<file path="src/rtl/mux_result_unpacker.sv">
// rtl/mux_result_unpacker.sv - FIFO-buffered decoder for muxed adder/comparator result words
// Optional MUX_UNPACK_STATS_EN adds saturating per-type pop counters.
module mux_result_unpacker #(
  parameter int DEPTH = 4,
  parameter int CNT_W = 8
) (
  input  logic             clk,
  input  logic             rst,
  input  logic             in_valid,
  output logic             in_ready,
  input  logic             in_sel,
  input  logic [2:0]       in_data,
  output logic             out_valid,
  input  logic             out_ready,
  output logic             out_is_cmp,
  output logic [1:0]       out_sum,
  output logic             out_cout,
  output logic             out_gt,
  output logic             out_eq,
  output logic             out_lt,
  input  logic             clr_err,
  output logic             err_sticky,
  output logic [CNT_W-1:0] sum_cnt,
  output logic [CNT_W-1:0] cmp_cnt
);

  localparam int AW = (DEPTH > 1) ? $clog2(DEPTH) : 1;
  localparam logic [AW:0] FULL_CNT = (AW + 1)'(DEPTH);

  logic [3:0]    mem [DEPTH];
  logic [AW-1:0] wr_ptr;
  logic [AW-1:0] rd_ptr;
  logic [AW:0]   count;
  logic [3:0]    head;
  logic          push;
  logic          pop;
  logic          in_onehot;

  assign in_ready  = (count != FULL_CNT);
  assign out_valid = (count != '0);
  assign push      = in_valid && in_ready;
  assign pop       = out_valid && out_ready;
  assign head      = mem[rd_ptr];
  assign in_onehot = (in_data == 3'b001) || (in_data == 3'b010) || (in_data == 3'b100);

  // Storage carries no reset: contents are don't-care while count is zero.
  always_ff @(posedge clk) begin
    if (push) begin
      mem[wr_ptr] <= {in_sel, in_data};
    end
  end

  always_ff @(posedge clk or posedge rst) begin
    if (rst) begin
      wr_ptr <= '0;
      rd_ptr <= '0;
      count  <= '0;
    end else begin
      if (push) begin
        wr_ptr <= wr_ptr + AW'(1);
      end
      if (pop) begin
        rd_ptr <= rd_ptr + AW'(1);
      end
      case ({push, pop})
        2'b10:   count <= count + (AW + 1)'(1);
        2'b01:   count <= count - (AW + 1)'(1);
        default: count <= count;
      endcase
    end
  end

  // A malformed code on the same edge as clr_err must leave the flag set.
  always_ff @(posedge clk or posedge rst) begin
    if (rst) begin
      err_sticky <= 1'b0;
    end else if (push && in_sel && !in_onehot) begin
      err_sticky <= 1'b1;
    end else if (clr_err) begin
      err_sticky <= 1'b0;
    end
  end

  assign out_is_cmp = out_valid && head[3];
  assign out_cout   = out_valid && !head[3] && head[2];
  assign out_sum    = (out_valid && !head[3]) ? head[1:0] : 2'b00;
  assign out_gt     = out_is_cmp && head[2];
  assign out_eq     = out_is_cmp && head[1];
  assign out_lt     = out_is_cmp && head[0];

`ifdef MUX_UNPACK_STATS_EN
  logic [CNT_W-1:0] sum_cnt_q;
  logic [CNT_W-1:0] cmp_cnt_q;

  always_ff @(posedge clk or posedge rst) begin
    if (rst) begin
      sum_cnt_q <= '0;
      cmp_cnt_q <= '0;
    end else if (pop) begin
      if (!head[3] && (sum_cnt_q != '1)) begin
        sum_cnt_q <= sum_cnt_q + CNT_W'(1);
      end
      if (head[3] && (cmp_cnt_q != '1)) begin
        cmp_cnt_q <= cmp_cnt_q + CNT_W'(1);
      end
    end
  end

  assign sum_cnt = sum_cnt_q;
  assign cmp_cnt = cmp_cnt_q;
`else
  assign sum_cnt = '0;
  assign cmp_cnt = '0;
`endif

endmodule
</file>
<file path="config.mk">
export PLATFORM = sky130hd
export DESIGN_NAME = mux_result_unpacker
export DESIGN_NICKNAME = d
export VERILOG_FILES = /design/src/rtl/mux_result_unpacker.sv
export SDC_FILE = /design/constraint.sdc
export NUM_CORES = 1
export LEC_CHECK = 0
export BUFFER_PORTS_ARGS = -buffer_cell sky130_fd_sc_hd__buf_2
export CAP_MARGIN = 20
export CELL_PAD_IN_SITES_DETAIL_PLACEMENT = 0
export CELL_PAD_IN_SITES_GLOBAL_PLACEMENT = 1
export CORE_MARGIN = 8
export CORE_UTILIZATION = 40
export CTS_CLUSTER_DIAMETER = 150
export DETAILED_ROUTE_END_ITERATION = 6
export PLACE_DENSITY_LB_ADDON = 0.1
export SYNTH_ARGS = -nofsm -noshare
export SYNTH_HDL_FRONTEND = slang
export SYNTH_SLANG_ARGS = --single-unit
export TNS_END_PERCENT = 100
</file>
<file path="constraint.sdc">
create_clock -name clk -period 2.5 [get_ports clk]
set_clock_uncertainty 0.1 [all_clocks]
set_input_delay 0.5 -clock clk [delete_from_list [all_inputs] [get_ports clk]]
set_output_delay 0.5 -clock clk [all_outputs]
set_load 0.05 [all_outputs]
</file>
==> metrics <==
status complete, no violations; Clock Path Buffers 2; TritonRoute pass-1 iters 4; Die Ht 72.0 um; GRT Residual Overflow 0; placed inst area 1350 sq um; worst min path class input pin to asynchronous set/reset pin; Hold-fix buffers, CTS 0; RSZ-0062 raised after global routing no; vias per inst 4.23; DR DRC count 0; Pwr Density 1350 nW/um^2; Routed Antenna Nets 0; final setup fails 0; DRT iter0 DRCs 19; commonest cells after routing, fill and taps aside conb_1, buf_2, edfxtp_1; Fill cells 289; WP data required 1.90 ns; P_sw 892 uW; Final Cell Area 1390 sq um; Sink Count 24; Fmax 0.414 GHz; Setup TNS 0 ns; crit path time final 2.41 ns; vias in the first global route 734; final hold vios 0; Num CTS Buffers 3; Synth Instances 94; total power 1.87 mW; GR Util All Layers 8.98%; Leakage 0.641 nW; critical path type register to primary output; CP Cell Sequence buf_4 > mux4_2 > and3_1 > buf_2; Antenna Cells 0; Seq/Total Area, Yosys 54.3%; Max FO, Critical Path 4; Final Max Slew Viols 0; # rows 20; CP max stage delay 0.53 ns; CTS tree done; Slowest cell on crit path mux4_2; H-tree levels 1; via count 686; Cell Area, Synth 1250 sq um; CP arrival 1.81 ns; die area 5180 sq um; final net count 134; Seq cells post-synth 24; drt wl/cell 13.8 um; syn avg cell area 13.3 sq um; crit path capture type primary output; initial antenna violation count 0; Post-Route WL 2.24 mm; P_int 983 uW; Hold Slack 0.0142 ns; first-pass GRT wire length 3.55 mm; die width 72.0 um; core region area 3030 sq um; largest net degree at the start of global routing 14; P&R area growth vs syn 11.0%; insertion delay to the later sink of the worst-skew pair 0.31 ns; Final Wtd Congestion 0.707; Ys Warns 0; layout cell share with drive strength beyond 1 33.1%; port bufs 18; Logic pwr share 57.0%; Final period util 96.6%; worst vdd ir 511 uV; startpoint types register; Root Driver clkbuf_4; dpl hpwl 1.87 mm; Reg power frac 33.6%; Clock transition at path regs 0.13 ns; IO Pins 35; max cap viols 0; switching share of power 47.6%; initial core utilization 41.4%; Clk pwr share 9.3%; post-synth cell types 25
stage by stage:
step           util [%]  setup slack (ns)  cells
2_1_floorplan         -             0.223    109
3_3_place_gp       44.6             0.292    157
3_5_place_dp       44.6             0.211    157
4_1_cts            45.5           0.00849    161
5_1_grt            46.0            0.0146    162
6_report           46.0            0.0852    162
sequential cells by signal, summed over array words and instances (netlist names):
register,count
rd_ptr,2
err_sticky,1
wr_ptr,2
count,3
mem,16
layer usage:
layer  GRT usage [%]  part of all wire (%)
met4            5.22                  0.98
met1            10.7                    44
met2            13.4                    45
met5               0                     0
met3            3.58                    10
worst max-delay path: cells and delay by family, from the launching register on:
kind / cells / cell delay, ns
flops: 1 / 0.42
simple gates: 1 / 0.19
mux: 1 / 0.53
buf+inv: 2 / 0.37
area by class of cell:
class | count | area [sq um] | share of cell area [%]
sequential | 24 | 682 | 49.0
clock buffer | 4 | 26.3 | 1.89
tap | 44 | 55.1 | 3.96
inverter | 10 | 37.5 | 2.70
multi-input combinational | 58 | 465 | 33.5
timing repair buffer | 22 | 125 | 8.99
logic make-up (layout without fill, tap and decap cells):
logic type,count (synthesis),after routing,share of synthesized area [%]
xor gates and xnor gates,7,7,4.89
and+or+nand+nor,18,18,8.88
buffers and inverters,27,36,13.5
DFF,24,24,54.3
other,1,16,0.299
AOI/OAI and AO/OA,3,3,1.70
muxes,8,8,9.88
adders and majority gates,6,6,6.59
synthesized netlist by cell type:
| library cell | instances | area share (%) |
|---|---|---|
| buf_4 | 16 | 9.6 |
| edfxtp_1 | 16 | 38 |
| inv_1 | 10 | 3.0 |
| dfrtp_1 | 8 | 16 |
| ha_1 | 5 | 5.0 |
| and3_2 | 4 | 2.4 |
| xor2_1 | 4 | 2.8 |
| and2_1 | 3 | 1.5 |
| mux2i_1 | 3 | 2.4 |
| mux4_2 | 3 | 5.4 |
| nor2_1 | 3 | 0.90 |
| xnor2_1 | 3 | 2.1 |
| and3_1 | 2 | 1.0 |
| nor3_1 | 2 | 0.80 |
| o21ai_0 | 2 | 0.80 |
| a32o_2 | 1 | 0.90 |
| and2_4 | 1 | 0.70 |
| buf_6 | 1 | 0.90 |
| conb_1 | 1 | 0.30 |
| fa_1 | 1 | 1.6 |
| mux2_2 | 1 | 0.90 |
| mux2_4 | 1 | 1.2 |
| nand2_1 | 1 | 0.30 |
| nand3_1 | 1 | 0.40 |
| or3b_4 | 1 | 0.90 |
what timing repair did:
action,in CTS,in global routing
resized for setup,0,5
buffers inserted,0,1
endpoints found under the setup margin,0,4
path summary, 6_finish.rpt:
path / startpoint / endpoint / slack, ns / cells past startpoint
setup reg to reg: count[0] / count[2] / 0.21 / 9
max in group asynchronous: rst / rd_ptr[0] / 2.03 / 2
hold reg to reg: err_sticky / err_sticky / 0.41 / 1
hold / removal: rst / count[0] / 0.01 / 2
setup / recovery: rd_ptr[0] / out_eq / 0.09 / 4
min in group clk: in_data[1] / mem[2][1] / 0.32 / 1
power by group through the flow:
stage / registers, mW / logic [mW] / clock network, mW
after detailed placement: 0.641 / 1.06 / 0
after global placement: 0.635 / 1.03 / 0
final: 0.630 / 1.07 / 0.175
after CTS: 0.631 / 1.06 / 0.179
after floorplan: 0.619 / 0.855 / 0
after global routing: 0.641 / 1.16 / 0.192
Power figures use the tool's default switching activity.
